--- src/rtl/mem_access_unit.sv ---
// mem_access_unit: load/store unit driving a word-only SRAM, with read-modify-write for byte and halfword stores
module mem_access_unit #(
    parameter int ADDR_W = 5
) (
    input  logic        clk,
    input  logic        rst_n,
    input  logic        req_valid,
    output logic        req_ready,
    input  logic        req_we,
    input  logic [1:0]  req_size,
    input  logic        req_signed,
    input  logic [31:0] req_addr,
    input  logic [31:0] req_wdata,
    output logic        rsp_valid,
    input  logic        rsp_ready,
    output logic [31:0] rsp_rdata,
    output logic        rsp_err,
    output logic [31:0] mem_addr,
    output logic [31:0] mem_wd,
    output logic        mem_we,
    output logic        mem_re,
    input  logic [31:0] mem_rd
);
    localparam logic [2:0] IDLE = 3'd0;
    localparam logic [2:0] RD   = 3'd1;
    localparam logic [2:0] CAP  = 3'd2;
    localparam logic [2:0] WR   = 3'd3;
    localparam logic [2:0] RESP = 3'd4;
    localparam logic [1:0] SZ_B = 2'b00;
    localparam logic [1:0] SZ_H = 2'b01;
    localparam logic [1:0] SZ_W = 2'b10;
    localparam logic [1:0] SZ_X = 2'b11;

    logic [2:0]        state, state_nx;
    logic [ADDR_W+1:0] addr_q;
    logic [1:0]        size_q;
    logic              sgn_q;
    logic              we_q;
    logic [15:0]       wdata_q;
    logic [31:0]       merge_q;
    logic              accept;
    logic              err;
    logic [4:0]        bsh;
    logic [4:0]        hsh;
    logic [7:0]        lane_b;
    logic [15:0]       lane_h;
    logic [31:0]       load_val;
    logic [31:0]       merge_val;
    logic [31:0]       bmask;
    logic [31:0]       hmask;

    assign req_ready = (state == IDLE);
    assign rsp_valid = (state == RESP);
    assign accept    = req_valid && req_ready;
    assign mem_addr  = {{(32 - ADDR_W){1'b0}}, addr_q[ADDR_W+1:2]};
    assign mem_re    = (state == RD) && rst_n;
    assign mem_we    = (state == WR) && rst_n;
    assign mem_wd    = (state == WR) ? merge_q : 32'd0;

    // Reject illegal size, misalignment and addresses beyond the SRAM before touching memory
    always_comb begin
        err = (req_size == SZ_X)
           || (req_size == SZ_H && req_addr[0])
           || (req_size == SZ_W && req_addr[1:0] != 2'b00)
           || (req_addr[31:ADDR_W+2] != '0);
    end

    // Lane extraction/extension for loads and lane merge for sub-word stores, from the captured read word
    always_comb begin
        bsh       = {addr_q[1:0], 3'b000};
        hsh       = {addr_q[1], 4'b0000};
        lane_b    = 8'(mem_rd >> bsh);
        lane_h    = 16'(mem_rd >> hsh);
        bmask     = 32'h0000_00FF << bsh;
        hmask     = 32'h0000_FFFF << hsh;
        load_val  = (size_q == SZ_B) ? {{24{sgn_q & lane_b[7]}}, lane_b} :
                    (size_q == SZ_H) ? {{16{sgn_q & lane_h[15]}}, lane_h} : mem_rd;
        merge_val = (size_q == SZ_B) ? ((mem_rd & ~bmask) | ({24'd0, wdata_q[7:0]} << bsh)) :
                                       ((mem_rd & ~hmask) | ({16'd0, wdata_q} << hsh));
    end

    // Next-state sequencing: error -> RESP, word store -> WR, everything else reads first
    always_comb begin
        state_nx = state;
        case (state)
            IDLE: if (accept) state_nx = err ? RESP : (req_we && req_size == SZ_W) ? WR : RD;
            RD:   state_nx = CAP;
            CAP:  state_nx = we_q ? WR : RESP;
            WR:   state_nx = RESP;
            RESP: if (rsp_ready) state_nx = IDLE;
            default: state_nx = IDLE;
        endcase
    end

    // State and request/response registers; reset abandons any request in flight
    always_ff @(posedge clk or negedge rst_n) begin
        if (!rst_n) begin
            state     <= IDLE;
            addr_q    <= '0;
            size_q    <= '0;
            sgn_q     <= 1'b0;
            we_q      <= 1'b0;
            wdata_q   <= '0;
            merge_q   <= '0;
            rsp_rdata <= '0;
            rsp_err   <= 1'b0;
        end else begin
            state <= state_nx;
            if (accept) begin
                addr_q    <= req_addr[ADDR_W+1:0];
                size_q    <= req_size;
                sgn_q     <= req_signed;
                we_q      <= req_we;
                wdata_q   <= req_wdata[15:0];
                merge_q   <= req_wdata;
                rsp_rdata <= '0;
                rsp_err   <= err;
            end
            if (state == CAP && !we_q) rsp_rdata <= load_val;
            if (state == CAP && we_q) merge_q <= merge_val;
        end
    end
endmodule

--- config.mk ---
export PLATFORM = sky130hd
export DESIGN_NAME = mem_access_unit
export DESIGN_NICKNAME = d
export VERILOG_FILES = /design/src/rtl/mem_access_unit.sv
export SDC_FILE = /design/constraint.sdc
export NUM_CORES = 1
export LEC_CHECK = 0
export ABC_AREA = 1
export ABC_CLOCK_PERIOD_IN_PS = 2050
export BUFFER_PORTS_ARGS = -buffer_cell sky130_fd_sc_hd__buf_2
export CAP_MARGIN = 40
export CORE_UTILIZATION = 50
export CTS_CLUSTER_DIAMETER = 150
export DETAILED_ROUTE_END_ITERATION = 12
export HOLD_SLACK_MARGIN = 0.03
export PLACE_DENSITY = 0.79
export SYNTH_ARGS = -nofsm -noshare
export SYNTH_HDL_FRONTEND = slang
export SYNTH_SLANG_ARGS = --single-unit
--- constraint.sdc ---
create_clock -name clk -period 2.05 [get_ports clk]
set_clock_uncertainty 0.05 [all_clocks]
set_input_delay 0.41 -clock clk [delete_from_list [all_inputs] [get_ports clk]]
set_output_delay 0.41 -clock clk [all_outputs]
set_load 0.01 [all_outputs]
==> out/metrics.csv <==
stage,metric,value,unit
sta,setup_violations,0,
floorplan,core-area,12100,sq um
logic_synthesis,synth.most_common_cell,nand2_1,
logic_synthesis,syn_area,6230,sq um
setup_path,worstSetupPathType,flip-flop to primary output,
logic_synthesis,netlist_instances,904,
outcome,outcome,finished clean,
sta,tightestPinTransition,614,ps
route,drc_errors,0,
route,wl_met2,8.71,mm
cts,htree_levels,3,
route,drtIter0Drc,570,
setup_path,slowest_stage,dfrtp_2,
logic_synthesis,synth_top_cell_by_area,dfrtp_1,
final_layout,seq_area,2380,sq um
route,wire_per_inst,15.1,um
route,m1WireLength,7.73,mm
logic_synthesis,synth_seq_cells,95,
setup_path,max_stage_delay,360,ps
setup_path,required,1590,ps
min_path,hold_depth,3,
final_layout,fin_util,0.617,
setup_path,cp.depth,6,
logic_synthesis,yosysSeqAreaShare,0.381,
sta,hold_viol_final,0,
power,power.density,1160,nW/um^2
placed_design,dpl.hpwl,13.7,mm
cts,cts_tree,done,
cts,root_buffer,clkbuf_16,
logic_synthesis,synth.distinct_cells,33,
sta,fin_crit,1990,ps
floorplan,ios,205,
global_routing,grt-ovfl-total,0,
route,top_layer_used,met4,
setup_path,critPathBufInv,4,
power,leakage,4.08,nW
power,ir_drop,653,uV
floorplan,die_h,114,um
job,drv_cap,0,
min_path,hold_path.class,input port to flip-flop,
logic_synthesis,ys_warn_count,0,
global_routing,antenna_found_initial,1,
setup_path,worstRegToRegCells,8,
placed_design,numPortBuffers,177,
setup_path,crit_family,buffers and inverters,
sta,fmaxAchievable,502,MHz
sta,worst_hold_slack,193,ps
final_layout,fin_nets,1164,
route,wl_met3,1.71,mm
final_layout,nFillCells,1172,
setup_path,crit_path_max_fanout,29,
final_layout,syn2layout_area_growth,19.3,%
logic_synthesis,synth_edf_count,0,
route,routed_wl,18.7,mm
cts,path_clk_slew,60,ps
setup_path,path_cells,"inv_1, nor3_4, inv_2, buf_12, nor2_1, buf_2",
floorplan,initial_utilization,0.517,
floorplan,die_area,12900,sq um
final_layout,multi_input_area,3060,sq um
setup_path,worst_setup_path_start_kind,flip-flop,
global_routing,grt_max_degree,57,
setup_path,crit_arrival,1530,ps
global_routing,grt_usage,0.299,
sta,fin_crit_sh,0.972,
setup_path,cp-end-kind,primary output,
route,ant_nets,0,
sta,drv_slew,0,
floorplan,num_rows,40,
placed_design,place_congestion,0.977,
global_routing,grt_pass1_wl,29.6,mm
logic_synthesis,ys.flop_type,dfrtp_1,
logic_synthesis,syn_area_per_cell,6.90,sq um
cts,clock_sinks,95,
final_layout,drive_above_1_share,0.237,
route,avgViaCountPerCell,5.35,
cts,clk_path_buf_depth,2,
global_routing,first_global_vias,5928,
logic_synthesis,yosys-top-cells-count,"nand2_1, dfrtp_1, nor2_1",
power,p_total,8.62,mW
route,dr.pass1.iters,6,
logic_synthesis,netlist_top_cells_area,"dfrtp_1, nand2_1, o21ai_0",
route,vias,6601,
cts,cts_inserted_buffers,9,
sta,slew_headroom,0.591,
cts,clk_latency,350,ps
logic_synthesis,synth_top_area_share,0.381,
floorplan,die_x,114,um
logic_synthesis,synthArstFlopShare,1.00,
repair_timing:
item / 4_1_cts / 5_1_grt
pin swaps: 1 / 1
hold endpoints to repair: 2 / 0
resized for setup: 5 / 1
hold buffers: 1 / 0
endpoints found under the setup margin: 33 / 23
setup buffers: 2 / 2
cloned: 0 / 0
flip-flops by register name (all words and copies together), names as in the netlist:
| name | flops |
|---|---|
| size_q | 2 |
| rsp_err | 1 |
| addr_q | 7 |
| sgn_q | 1 |
| rsp_rdata | 32 |
| wdata_q | 16 |
| merge_q | 32 |
| we_q | 1 |
| state | 3 |
layer usage:
layer  vias to the layer above  track usage
li1                       3196            -
met3                        38       0.0701
met1                      3006        0.395
met2                       361        0.480
met4                         0        0.104
met5                         -            0
cells in the final DEF (no fill, tap or decap), types with 2 or more instances in the layout:
master,instances
nand2_2,4
buf_2,176
nand2_4,2
buf_12,2
o21ai_0,76
buf_4,28
nor2_4,4
nor2_1,83
dfrtp_1,92
conb_1,27
a21oi_1,60
clkbuf_16,9
nor2_2,3
nand4_1,4
nand3_1,64
o2111ai_1,2
a22oi_1,19
nand2_1,233
inv_1,82
nor3_1,11
clkbuf_1,3
inv_2,10
o211ai_1,24
nor3_4,2
dfrtp_2,3
o21ai_1,30
per-stage QoR:
step                      cells  worst slack (ps)  setup TNS (ps)  instance area, sq um
after floorplan             930               413               0                  6330
after global placement     1212               283               0                  7090
after detailed placement   1212               214               0                  7090
after CTS                  1231              16.7               0                  7420
after global routing       1233             -2.65           -2.65                  7440
final                      1234              57.0               0                  7440
cell type report:
cell class / count / area share
Multi-Input combinational cell: 654 / 0.411
Sequential cell: 95 / 0.320
Timing Repair Buffer: 207 / 0.153
Inverter: 93 / 0.0473
Clock buffer: 13 / 0.0336
Tap cell: 168 / 0.0283
Clock inverter: 3 / 0.00572
Antenna cell: 1 / 0.000336
report_power, final:
| group | switching (mW) | total [mW] | internal (mW) |
|---|---|---|---|
| registers | 0.413 | 2.84 | 2.43 |
| logic | 2.71 | 4.10 | 1.39 |
| clock network | 0.706 | 1.68 | 0.978 |
tightest hold or removal path: cells and delay by family:
family                 cells  cell delay (ps)
buffers and inverters      1               70
AND/OR/NAND/NOR            2               80
logic make-up (layout without fill, tap and decap cells):
group           Yosys count  in the layout  synth area share
buf+inv                 181            316             0.146
compound gates          215            215             0.193
other cells               1             28          0.000602
flops                    95             95             0.381
simple gates            412            412             0.278
path summary, 6_finish.rpt:
| path | startpoint | end | slack, ps |
|---|---|---|---|
| worst max-delay path | state[1] | mem_wd[19] | 60 |
| worst min register to register | rsp_rdata[20] | rsp_rdata[20] | 420 |
| worst max register to register | addr_q[0] | rsp_rdata[12] | 220 |
| min in group asynchronous | rst_n | merge_q[17] | 350 |
| worst min-delay path | req_addr[5] | addr_q[5] | 190 |
| max in group asynchronous | rst_n | addr_q[1] | 770 |
(Power assumes the default switching activity.)
